## config.mk

```make
export PLATFORM = sky130hd
export DESIGN_NAME = hour_bcd_counter
export DESIGN_NICKNAME = d
export VERILOG_FILES = /design/src/rtl/hour_bcd_counter.sv
export SDC_FILE = /design/constraint.sdc
export NUM_CORES = 1
export LEC_CHECK = 0
export CELL_PAD_IN_SITES_DETAIL_PLACEMENT = 1
export CELL_PAD_IN_SITES_GLOBAL_PLACEMENT = 1
export CORE_ASPECT_RATIO = 1.5
export CORE_UTILIZATION = 38
export DETAILED_ROUTE_END_ITERATION = 7
export PLACE_DENSITY_LB_ADDON = 0.12
export SLEW_MARGIN = 20
export SYNTH_ARGS = -nofsm -noshare
export SYNTH_HDL_FRONTEND = slang
export SYNTH_SLANG_ARGS = --single-unit
```

## constraint.sdc

```tcl
create_clock -name clk_in -period 3.9 [get_ports clk_in]
set_input_delay 0.39 -clock clk_in [delete_from_list [all_inputs] [get_ports clk_in]]
set_output_delay 0.39 -clock clk_in [all_outputs]
set_load 0.01 [all_outputs]
```

## src/rtl/hour_bcd_counter.sv

```systemverilog
// Hour counter with BCD digits, optional 12-hour AM/PM mode, prescaled auto-tick
// and registered seven-segment outputs for both digits.
module hour_bcd_counter #(
  parameter int DIV_N    = 10,
  parameter bit MODE_12H = 1'b0
) (
  input  logic       clk_in,
  input  logic       rst,
  input  logic       en,
  input  logic       inc,
  input  logic       load,
  input  logic [3:0] load_tens,
  input  logic [3:0] load_ones,
  input  logic       load_pm,
  output logic [7:0] seg_data1,
  output logic [7:0] seg_data2,
  output logic       pm,
  output logic       carry,
  output logic       load_err
);

  localparam int            PW        = (DIV_N > 1) ? $clog2(DIV_N) : 1;
  localparam logic [PW-1:0] PRESC_MAX = PW'(DIV_N - 1);
  localparam logic [PW-1:0] PRESC_ONE = PW'(1);

  localparam logic [1:0] RST_TENS = MODE_12H ? 2'd1 : 2'd0;
  localparam logic [3:0] RST_ONES = MODE_12H ? 4'd2 : 4'd0;
  localparam logic [7:0] RST_SEG1 = MODE_12H ? 8'hDA : 8'hFC;
  localparam logic [7:0] RST_SEG2 = MODE_12H ? 8'h60 : 8'hFC;

  logic [PW-1:0] presc_q;
  logic          tick;
  logic [1:0]    tens_q;
  logic [3:0]    ones_q;
  logic          pm_q;

  logic [1:0]    inc_tens;
  logic [3:0]    inc_ones;
  logic          inc_pm;
  logic          inc_carry;
  logic          load_ok;
  logic [7:0]    ones_seg;
  logic [7:0]    tens_seg;

  function automatic logic [7:0] seg_encode(input logic [3:0] digit);
    logic [7:0] code;
    case (digit)
      4'd0:    code = 8'hFC;
      4'd1:    code = 8'h60;
      4'd2:    code = 8'hDA;
      4'd3:    code = 8'hF2;
      4'd4:    code = 8'h66;
      4'd5:    code = 8'hB6;
      4'd6:    code = 8'hBE;
      4'd7:    code = 8'hE0;
      4'd8:    code = 8'hFE;
      4'd9:    code = 8'hF6;
      default: code = 8'h00;
    endcase
    return code;
  endfunction

  assign tick = en && (presc_q == PRESC_MAX);
  assign pm   = pm_q;

  // Next count after one increment; 12h mode flips AM/PM on 11->12 only.
  always_comb begin
    inc_tens  = tens_q;
    inc_ones  = ones_q + 4'd1;
    inc_pm    = pm_q;
    inc_carry = 1'b0;
    if (MODE_12H) begin
      if (tens_q == 2'd1 && ones_q == 4'd2) begin
        inc_tens = 2'd0;
        inc_ones = 4'd1;
      end else if (tens_q == 2'd1 && ones_q == 4'd1) begin
        inc_ones  = 4'd2;
        inc_pm    = ~pm_q;
        inc_carry = pm_q;
      end else if (ones_q == 4'd9) begin
        inc_tens = tens_q + 2'd1;
        inc_ones = 4'd0;
      end
    end else begin
      if (tens_q == 2'd2 && ones_q == 4'd3) begin
        inc_tens  = 2'd0;
        inc_ones  = 4'd0;
        inc_carry = 1'b1;
      end else if (ones_q == 4'd9) begin
        inc_tens = tens_q + 2'd1;
        inc_ones = 4'd0;
      end
    end
  end

  always_comb begin
    load_ok = 1'b0;
    if (load_ones <= 4'd9) begin
      if (MODE_12H)
        load_ok = (load_tens == 4'd0 && load_ones != 4'd0) ||
                  (load_tens == 4'd1 && load_ones <= 4'd2);
      else
        load_ok = (load_tens <= 4'd1) ||
                  (load_tens == 4'd2 && load_ones <= 4'd3);
    end
  end

  always_comb begin
    ones_seg = seg_encode(ones_q);
    tens_seg = seg_encode({2'b00, tens_q});
  end

  // Displays trail the count by one edge; reset loads them directly.
  always_ff @(posedge clk_in) begin
    if (!rst) begin
      presc_q   <= '0;
      tens_q    <= RST_TENS;
      ones_q    <= RST_ONES;
      pm_q      <= 1'b0;
      carry     <= 1'b0;
      load_err  <= 1'b0;
      seg_data1 <= RST_SEG1;
      seg_data2 <= RST_SEG2;
    end else begin
      if (en)
        presc_q <= (presc_q == PRESC_MAX) ? '0 : presc_q + PRESC_ONE;
      carry     <= 1'b0;
      load_err  <= 1'b0;
      seg_data1 <= {ones_seg[7:1], pm_q};
      seg_data2 <= tens_seg;
      if (load) begin
        if (load_ok) begin
          tens_q <= load_tens[1:0];
          ones_q <= load_ones;
          pm_q   <= MODE_12H ? load_pm : 1'b0;
        end else begin
          load_err <= 1'b1;
        end
      end else if (tick || inc) begin
        tens_q <= inc_tens;
        ones_q <= inc_ones;
        pm_q   <= inc_pm;
        carry  <= inc_carry;
      end
    end
  end

endmodule

```

==> key figures, run 1 <==
Status
  • Result of the run: finished, final reports clean

Placement
  • RePlAce Congestion: 0.7463
  • Port-buffer cells: 27
  • DP HPWL: 2295 microns

Cells and area
  • Layout cell share with drive strength beyond 1: 0.1188
  • Post-Route Utilization: 0.5018
  • Ant. Diodes: 0
  • Final Net Count: 182
  • Layout area overhead: 26.07%

Timing
  • RSZ-0062 raised after global routing: false
  • Pins Over Slew Limit: 0
  • Slew @ Worst Pin: 0.5589 ns
  • Post-route setup TNS: 0 ns
  • Final Cycle Share: 0.5123
  • Peak Freq: 0.5005 GHz
  • Slew headroom: 0.6269
  • Clk_skew: 0.001028 ns
  • Setup-failing EPs final: 0
  • Final min period: 1.998 ns
  • Final hold violations: 0

Clock tree
  • Clk_lat worst skew: 0.27 ns
  • Clk sinks: 24
  • CTS Buf Count: 3
  • Post-CTS Setup Inserts: 0
  • CTS root buf: clkbuf_8
  • CTS Buffer Depth: 2
  • CTS resizes: 0
  • CTS tree: yes
  • H-tree Lvls: 1
  • Worst-path clk slew: 0.09 ns
  • # hold bufs at CTS: 0

Synthesis
  • Sequential element share of the synthesized area: 0.3821
  • Post-synth cell types: 43
  • Post-synth EDFFs: 0
  • Post-synthesis register bit count: 24
  • Post-Syn Area: 0.001257 sq mm
  • Post-Syn Area per Cell: 9.246 sq um
  • Ys async rst share: 0
  • Top post-synthesis cells by area: dfxtp_1 38%, ha_1 7.0%, o21ai_0 4.4%
  • Synth Instances: 136
  • Yosys top cell by area: dfxtp_1
  • Post-synth top flop: dfxtp_1
  • Yosys warning total: 0
  • Top cell type's share of synthesized area: 0.3821

Critical path
  • Setup crit start kind: primary input
  • Worst-path fanout max: 11
  • Critical path type: primary input to flop
  • Worst path arrival time: 2.19 ns
  • Crit. End Element: flop
  • Worst path slowest cell: clkdlybuf4s50_1
  • Required @ worst endpoint: 4.09 ns
  • Worst-path cell chain: clkdlybuf4s50_1 -> and4bb_4 -> a21oi_4 -> o21ai_0 -> a221oi_2
  • Peak per-stage delay on the critical path: 0.75 ns

Routing
  • Via count: 1,055
  • DRT iter0 DRCs: 7
  • Drt first pass iters: 3
  • Routed WL: 3057 microns
  • DRT antenna net count: 0
  • Vias per inst: 5.275
  • Avg WL per Cell: 15.29 microns
  • # DRC: 0

Global routing
  • Vias in the first global route: 1,071
  • Antenna violations before repair: 0
  • First-pass GRT wire length: 5112 microns
  • Total grt overflow: 0
  • GRT Overall Usage: 0.1932
  • Maximum number of pins on one net before global-route repair: 17

Die
  • Die X-Extent: 48.97 microns
  • Core footprint: 0.003159 sq mm
  • Die H: 72.45 microns
  • Num rows: 25
  • Starting Density: 0.3980
  • Boundary Pins: 33
  • Die area: 0.003548 sq mm

Pwr
  • Static Leak: 0.0006186 uW
  • PwrDens: approximately 350 mW/mm^2
  • Worst vdd ir: between 0.2 and 0.25 mV

Run
  • Max-Cap Viols: 0

Min path
  • HP Class: flop to flop
==> cells in the final DEF, fill, tap and decap left out, drive strengths merged, types with 2 or more instances in the layout <==
master,instances
a211oi,3
a21boi,2
a21oi,9
a221oi,2
and2,2
clkbuf,4
clkdlybuf4s50,27
conb,4
dfxtp,24
ha,7
inv,7
mux2i,4
nand2,14
nor2,9
nor2b,6
nor3b,3
o21ai,12
or2,2
==> final cells by class <==
class / count / area, sq um
fillers: 379 / 1574
multi-input cells: 97 / 699.4
flip-flops and latches: 24 / 480.5
repair buffers: 27 / 270.3
clock buffers: 4 / 55.05
well taps: 40 / 50.05
inverters: 8 / 30.03
==> per-layer routing <==
layer  up-vias  track usage  wire length, microns  share of wire
met5         -            0                     0              0
met4         0       0.1373                   152          0.050
met3        11      0.03354                    81          0.026
met2        24       0.3704                  1674           0.55
met1       514       0.1821                  1149           0.38
li1        506            -                     -              -
==> synth_stat cells, drive strengths merged (2+ instances only) <==
| cell | number |
|---|---|
| a211oi | 3 |
| a21boi | 2 |
| a21oi | 9 |
| a221oi | 2 |
| and2 | 2 |
| buf | 7 |
| clkbuf | 2 |
| conb | 2 |
| dfxtp | 24 |
| ha | 7 |
| inv | 7 |
| mux2i | 4 |
| nand2 | 14 |
| nor2 | 9 |
| nor2b | 6 |
| nor3b | 3 |
| o21ai | 12 |
| or2 | 2 |
==> critical path: cells and delay by family <==
family,cells,cell delay [ns]
AO/OA/AOI/OAI,3,0.73
buffers and inverters,1,0.75
AND/OR/NAND/NOR,1,0.31
==> power breakdown <==
group	leakage, uW	internal (uW)	total (uW)	switching [uW]
logic	0.000393	50.9	101	50.0
clock network	0.0000288	90.5	176	85.4
registers	0.000197	259	274	15.1
total	0.000619	401	551	151
==> sequential cells by signal (all words and copies together) (netlist names) <==
| name | flops |
|---|---|
| seg_data1 | 7 |
| load_err | 1 |
| carry | 1 |
| tens_q | 2 |
| ones_q | 4 |
| presc_q | 4 |
| seg_data2 | 5 |
==> cells by family (layout without fill, tap and decap cells) <==
group / Yosys count / count (layout) / synth area share
buf+inv: 17 / 39 / 0.06767
simple gates: 43 / 43 / 0.2000
flops: 24 / 24 / 0.3821
compound gates: 36 / 36 / 0.2199
mux: 5 / 5 / 0.04080
xor+xnor: 2 / 2 / 0.01393
fa+ha+maj: 7 / 7 / 0.06965
other cells: 2 / 4 / 0.005972
==> path summary, 6_finish.rpt <==
check            start      endpoint  slack (ns)  cells after the start
max reg2reg  ones_q[1]     tens_q[1]        1.91                      5
max               load     ones_q[0]        1.90                      5
min reg2reg  tens_q[0]  seg_data2[3]        0.50                      1
min          tens_q[0]  seg_data2[3]        0.50                      1
==> stage by stage <==
stage / hold slack (ns) / cell area (sq um) / power (uW) / instances / setup slack (ns)
finish: 0.4969 / 1585 / 551.2 / 200 / 1.902
global route: 0.5246 / 1585 / 576.8 / 200 / 1.765
CTS: 0.5024 / 1585 / 558.1 / 200 / 1.916
detailed placement: 0.4731 / 1530 / 381.4 / 196 / 1.628
global placement: 0.4701 / 1530 / 376.6 / 196 / 1.686
floorplan: 0.4270 / 1265 / 337.4 / 138 / 2.375
(Power assumes the default switching activity.)
==> run 2: changes to the inputs <==
Settings changed: CORE_UTILIZATION 38 to 32.
Clock period 3.9 ns to 1.81 ns, I/O delays scaled along.
==> run 2 against run 1 <==
Net effect: critical path depth is 1 higher; clock skew barely moved; non-clock buffer count is 14 higher; setup slack got worse by 1.7 ns; core utilization shrank 5.0 points; combinational power increased to 2.5 times the previous value; die area is 18% higher.
==> key figures, run 2 (synthesis results as in run 1) <==
Clock tree
  • Clk_lat worst skew: 0.27 ns (about the same)
  • CTS Buffer Depth: 2 (unchanged)
  • Post-CTS Setup Inserts: 0 (unchanged)
  • CTS root buf: clkbuf_8
  • CTS resizes: 0 (unchanged)
  • CTS tree: yes
  • H-tree Lvls: 1 (unchanged)
  • Clk sinks: 24 (unchanged)
  • CTS Buf Count: 3 (unchanged)
  • Worst-path clk slew: 0.08 ns (about the same)
  • # hold bufs at CTS: 0 (unchanged)

Pwr
  • Worst vdd ir: 0.4449 mV (+100%)
  • PwrDens: 685.7 mW/mm^2 (+97%)
  • Static Leak: 0.0006814 uW (+10%)

Timing
  • Pins Over Slew Limit: 0 (unchanged)
  • Post-route setup TNS: 0 ns (unchanged)
  • Clk_skew: 0.0009940 ns (-0.00003398 ns)
  • Peak Freq: 0.6101 GHz
  • RSZ-0062 raised after global routing: false
  • Final Cycle Share: 0.9056
  • Final min period: roughly 1.6 ns
  • Setup-failing EPs final: 0 (unchanged)
  • Final hold violations: 0 (unchanged)

Cells and area
  • Commonest non-fill, non-tap cell in the layout: clkdlybuf4s50_1
  • Layout cell share with drive strength beyond 1: 0.1850 (+0.06622)
  • Layout area overhead: 33.63%
  • Post-Route Utilization: 0.4522 (-0.04959)
  • Most frequent cells in the layout: 27 x clkdlybuf4s50_1, 24 x dfxtp_1, 14 x nand2_1, 14 x buf_4, 11 x o21ai_0
  • Final Net Count: 196 (+7.7%)
  • Largest Register: seg_data1
  • Post-Layout Cell Count: 216 (+8.0%)
  • Ant. Diodes: 0 (unchanged)
  • Largest regs: seg_data1: 7 flops, seg_data2: 5 flops
  • Max FFs per register: 7 (unchanged)

Critical path
  • Crit. End Element: flop
  • Worst-path cell chain: ha_1 -> nor3b_2 -> buf_4 -> a211oi_2 -> a21oi_1 -> mux2i_1
  • Worst-path fanout max: 5 (-6)
  • Setup crit start kind: flop
  • Critical path type: flop to flop
  • Peak per-stage delay on the critical path: 0.44 ns (-0.31 ns)
  • Worst path slowest cell: dfxtp_1
  • Required @ worst endpoint: 2.00 ns (-2.09 ns)
  • Worst path arrival time: 1.83 ns (-0.36 ns)

Routing
  • DRT antenna net count: 0 (unchanged)
  • Via count: 1,081 (+2.5%)
  • Drt first pass iters: 3 (unchanged)
  • Avg WL per Cell: 14.13 microns (-7.6%)
  • Vias per inst: 5.005 (-5.1%)
  • # DRC: 0 (unchanged)
  • Routed WL: 3052 microns (-0.16%)
  • DRT iter0 DRCs: 5 (-2)

Global routing
  • Total grt overflow: 0 (unchanged)
  • Vias in the first global route: 1,106 (+3.3%)
  • First-pass GRT wire length: 5112 microns (unchanged)
  • Antenna violations before repair: 0 (unchanged)
  • Maximum number of pins on one net before global-route repair: 13 (-4)
  • GRT Overall Usage: 0.1683 (-0.02498)

Die
  • Die H: 78.78 microns (+8.7%)
  • Core footprint: 0.003716 sq mm (+18%)
  • Die area: 0.004190 sq mm (+18%)
  • Boundary Pins: 33 (unchanged)
  • Starting Density: 0.3384 (-0.05964)
  • Num rows: 27 (+8.0%)
  • Die X-Extent: 53.19 microns (+8.6%)

Placement
  • Port-buffer cells: 27 (unchanged)
  • DP HPWL: 2430 microns (+5.9%)
  • RePlAce Congestion: 0.7379 (-1.1%)
  • Cell count after placement: 213 (+8.7%)

Status
  • Result of the run: finished, final reports clean

Min path
  • HP Class: flop to flop

Run
  • Max-Cap Viols: 0 (unchanged)
==> run 2: layer usage <==
metal  up-vias  global-route usage  wire [microns]
met5         -                   0               0
met4         0              0.1026              89
met3         6             0.02874              72
met2        17              0.2962            1643
met1       525              0.1774            1246
li1        533                   -               -
==> run 2: final timing paths <==
check | start | to | slack, ns | cells past startpoint
hold / removal | presc_q[3] | presc_q[3] | 0.49 | 2
hold reg to reg | presc_q[3] | presc_q[3] | 0.49 | 2
setup / recovery | ones_q[1] | tens_q[1] | 0.17 | 6
setup reg to reg | ones_q[1] | tens_q[1] | 0.17 | 6
==> run 2: report_power, final <==
part	internal, uW	switching (uW)
clock network	149	170
registers	559	21.5
logic	132	121
==> run 2: through the flow <==
step                setup slack (ns)  hold slack [ns]  area (sq um)  power, uW
finish                        0.1709           0.4890          1680       1152
global route                  0.1003           0.5135          1680       1227
CTS                           0.1564           0.4925          1680       1180
detailed placement          -0.04793           0.4822          1639      849.6
global placement             0.07161           0.4657          1639      840.3
floorplan                     0.2848           0.3071          1265      727.0
==> run 2: layout make-up <==
type,instances,area (sq um)
Clock buffer,3,41.29
Inverter,8,30.03
Fill cell,465,2036
Tap cell,43,53.80
Multi-Input combinational cell,97,699.4
Sequential cell,24,480.5
Timing Repair Buffer,41,375.4
==> run 2: worst max-delay path, delay by kind of cell (launching register included) <==
| kind | cells | cell delay, ns |
|---|---|---|
| buf+inv | 1 | 0.15 |
| simple gates | 1 | 0.16 |
| compound gates | 2 | 0.35 |
| mux | 1 | 0.25 |
| fa+ha+maj | 1 | 0.21 |
| flops | 1 | 0.44 |
==> run 3: changes to the inputs <==
Settings changed: CORE_MARGIN set to 4, CORE_UTILIZATION 32 to 35.
Clock period 1.81 ns to 1.76 ns, I/O delays scaled along.
==> run 3 against run 2 <==
Net effect: total power increased by 1.6%; sequential share of layout area increased by 0.085 points; routed wire length increased by 0.49%; combinational power increased by 2%; cell area decreased by 0.30%; via count decreased by 3.1%; worst hold slack improved by 0.022 ns; global-route usage decreased by 2.3 points; register-to-register slack got worse by 0.02 ns; largest power group unchanged.
==> key figures, run 3 (synthesis results as in run 1) <==
Placement
  • RePlAce Congestion: 0.7236 (-1.9%)
  • DP HPWL: 2489 microns (+2.4%)
  • Setup WS pre-CTS: -0.05013 ns (-0.002203 ns)
  • Placement Cell Area: 0.001630 sq mm (-0.53%)
  • Port-buffer cells: 27 (unchanged)

Cells and area
  • Largest regs: seg_data1: 7 flops, seg_data2: 5 flops
  • Most frequent cells in the layout: 27 x clkdlybuf4s50_1, 24 x dfxtp_1, 14 x nand2_1
  • Layout area overhead: 33.23%
  • Post-Route Utilization: 0.4858 (+0.03366)
  • Ant. Diodes: 0 (unchanged)
  • Final instance area: 0.001675 sq mm (-0.30%)
  • Fillers: 404 (-13%)
  • Largest Register: seg_data1
  • Layout cell share with drive strength beyond 1: 0.1860 (+0.001075)
  • Final Net Count: 195 (-0.51%)
  • Max FFs per register: 7 (unchanged)
  • Commonest non-fill, non-tap cell in the layout: clkdlybuf4s50_1

Routing
  • Routed WL: 3067 microns (+0.49%)
  • DRT antenna net count: 0 (unchanged)
  • Drt first pass iters: 4 (+1)
  • Via count: 1,048 (-3.1%)
  • Vias per inst: 4.897 (-2.1%)
  • # DRC: 0 (unchanged)
  • DRT iter0 DRCs: 23 (+18)
  • Avg WL per Cell: 14.33 microns (+1.4%)

Die
  • Die area: 0.004635 sq mm (+11%)
  • Core footprint: 0.003448 sq mm (-7.2%)
  • Die X-Extent: 56.94 microns (+7.1%)
  • Boundary Pins: 33 (unchanged)
  • Die H: 81.41 microns (+3.3%)
  • Num rows: 26 (-3.7%)
  • Starting Density: 0.3647 (+0.02628)

Timing
  • Final WS setup: 0.1514 ns (-0.01955 ns)
  • Pins Over Slew Limit: 0 (unchanged)
  • Clk_skew: 0.005146 ns (+0.004152 ns)
  • Post-route setup TNS: 0 ns (unchanged)
  • Setup-failing EPs final: 0 (unchanged)
  • Peak Freq: 0.6216 GHz (+1.9%)
  • Final min period: 1.609 ns (-0.03045 ns)
  • RSZ-0062 raised after global routing: false
  • Final Cycle Share: 0.9140 (+0.008422)
  • Final hold violations: 0 (unchanged)

Critical path
  • Required @ worst endpoint: 1.93 ns (-0.07 ns)
  • Critical path type: flop to flop
  • Worst-path fanout max: 4 (-1)
  • Worst path arrival time: 1.78 ns (-0.05 ns)
  • Crit. End Element: flop
  • Setup crit start kind: flop

Pwr
  • Internal: 861.1 uW (+2.5%)
  • NetSw: 309.8 uW (-0.77%)
  • Static Leak: 0.0006762 uW (-0.76%)
  • Sequential Power Share: 0.511 (+0.008)
  • Worst vdd ir: 0.3298 mV (-26%)
  • PwrDens: 698.9 mW/mm^2 (+1.9%)
  • Switching share of power: 0.2646 (-0.006404)
  • Comb pwr share: 0.221 (about the same)
  • Clock network fraction of design power: 0.269 (-0.008)

Clock tree
  • Worst-path clk slew: 0.08 ns (about the same)
  • CTS Buffer Depth: 2 (unchanged)
  • Clk sinks: 24 (unchanged)
  • CTS Buf Count: 3 (unchanged)
  • H-tree Lvls: 1 (unchanged)
  • Clk_lat worst skew: 0.26 ns (about the same)
  • CTS root buf: clkbuf_8
  • CTS tree: yes

Global routing
  • Maximum number of pins on one net before global-route repair: 13 (unchanged)
  • GRT Overall Usage: 0.1453 (-0.02298)
  • Vias in the first global route: 1,158 (+4.7%)
  • First-pass GRT wire length: 5347 microns (+4.6%)
  • Antenna violations before repair: 0 (unchanged)
  • Total grt overflow: 0 (unchanged)

Min path
  • HP Class: flop to flop

Status
  • Result of the run: finished, final reports clean

Run
  • Max-Cap Viols: 0 (unchanged)
run 3: metal layers:
layer  vias up  GRT usage  wire length, microns
li1        533          -                     -
met3         2    0.02201                    97
met2        13     0.2849                  1720
met1       500     0.1551                  1227
met5         -          0                     0
met4         0    0.04872                    22
run 3: worst max-delay path: stages, from the launching register on:
cell and delay (ns):
dfxtp_1 0.40, inv_1 0.08, ha_1 0.20, and3b_1 0.17, a211oi_2 0.34, nand2_1 0.12
a221oi_2 0.22
run 3: layout make-up:
type	count	area (sq um)	share of cell area
Clock buffer	3	41.29	0.02465
Inverter	8	30.03	0.01792
Multi-Input combinational cell	97	703.2	0.4197
Sequential cell	24	480.5	0.2868
Tap cell	42	52.55	0.03137
Timing Repair Buffer	40	367.9	0.2196
run 3: stage by stage:
stage,hold slack (ns),power (uW),instances
CTS,0.5083,1191,214
finish,0.5111,1171,214
global placement,0.4640,863.0,211
floorplan,0.3021,747.7,138
detailed placement,0.4897,870.6,211
global route,0.5351,1242,214
run 3: power groups by stage:
stage / logic [uW] / clock network [uW] / registers [uW]
2_1_floorplan: 131 / 0 / 617
3_3_place_gp: 253 / 0 / 610
3_5_place_dp: 259 / 0 / 612
4_1_cts: 261 / 331 / 599
5_1_grt: 285 / 352 / 604
6_report: 258 / 315 / 598
run 3: path summary, 6_finish.rpt:
check / startpoint / end / slack (ns) / depth (start not counted)
min: presc_q[3] / presc_q[3] / 0.51 / 2
max: ones_q[1] / ones_q[0] / 0.15 / 6
min reg2reg: presc_q[3] / presc_q[3] / 0.51 / 2
max reg2reg: ones_q[1] / ones_q[0] / 0.15 / 6
run 3: timing repair:
action                     CTS  global route
hold buffers                 0             0
hold endpoints to repair     0             0
setup buffers                0             0
gates resized for setup      0             1
setup endpoints to repair    0             2
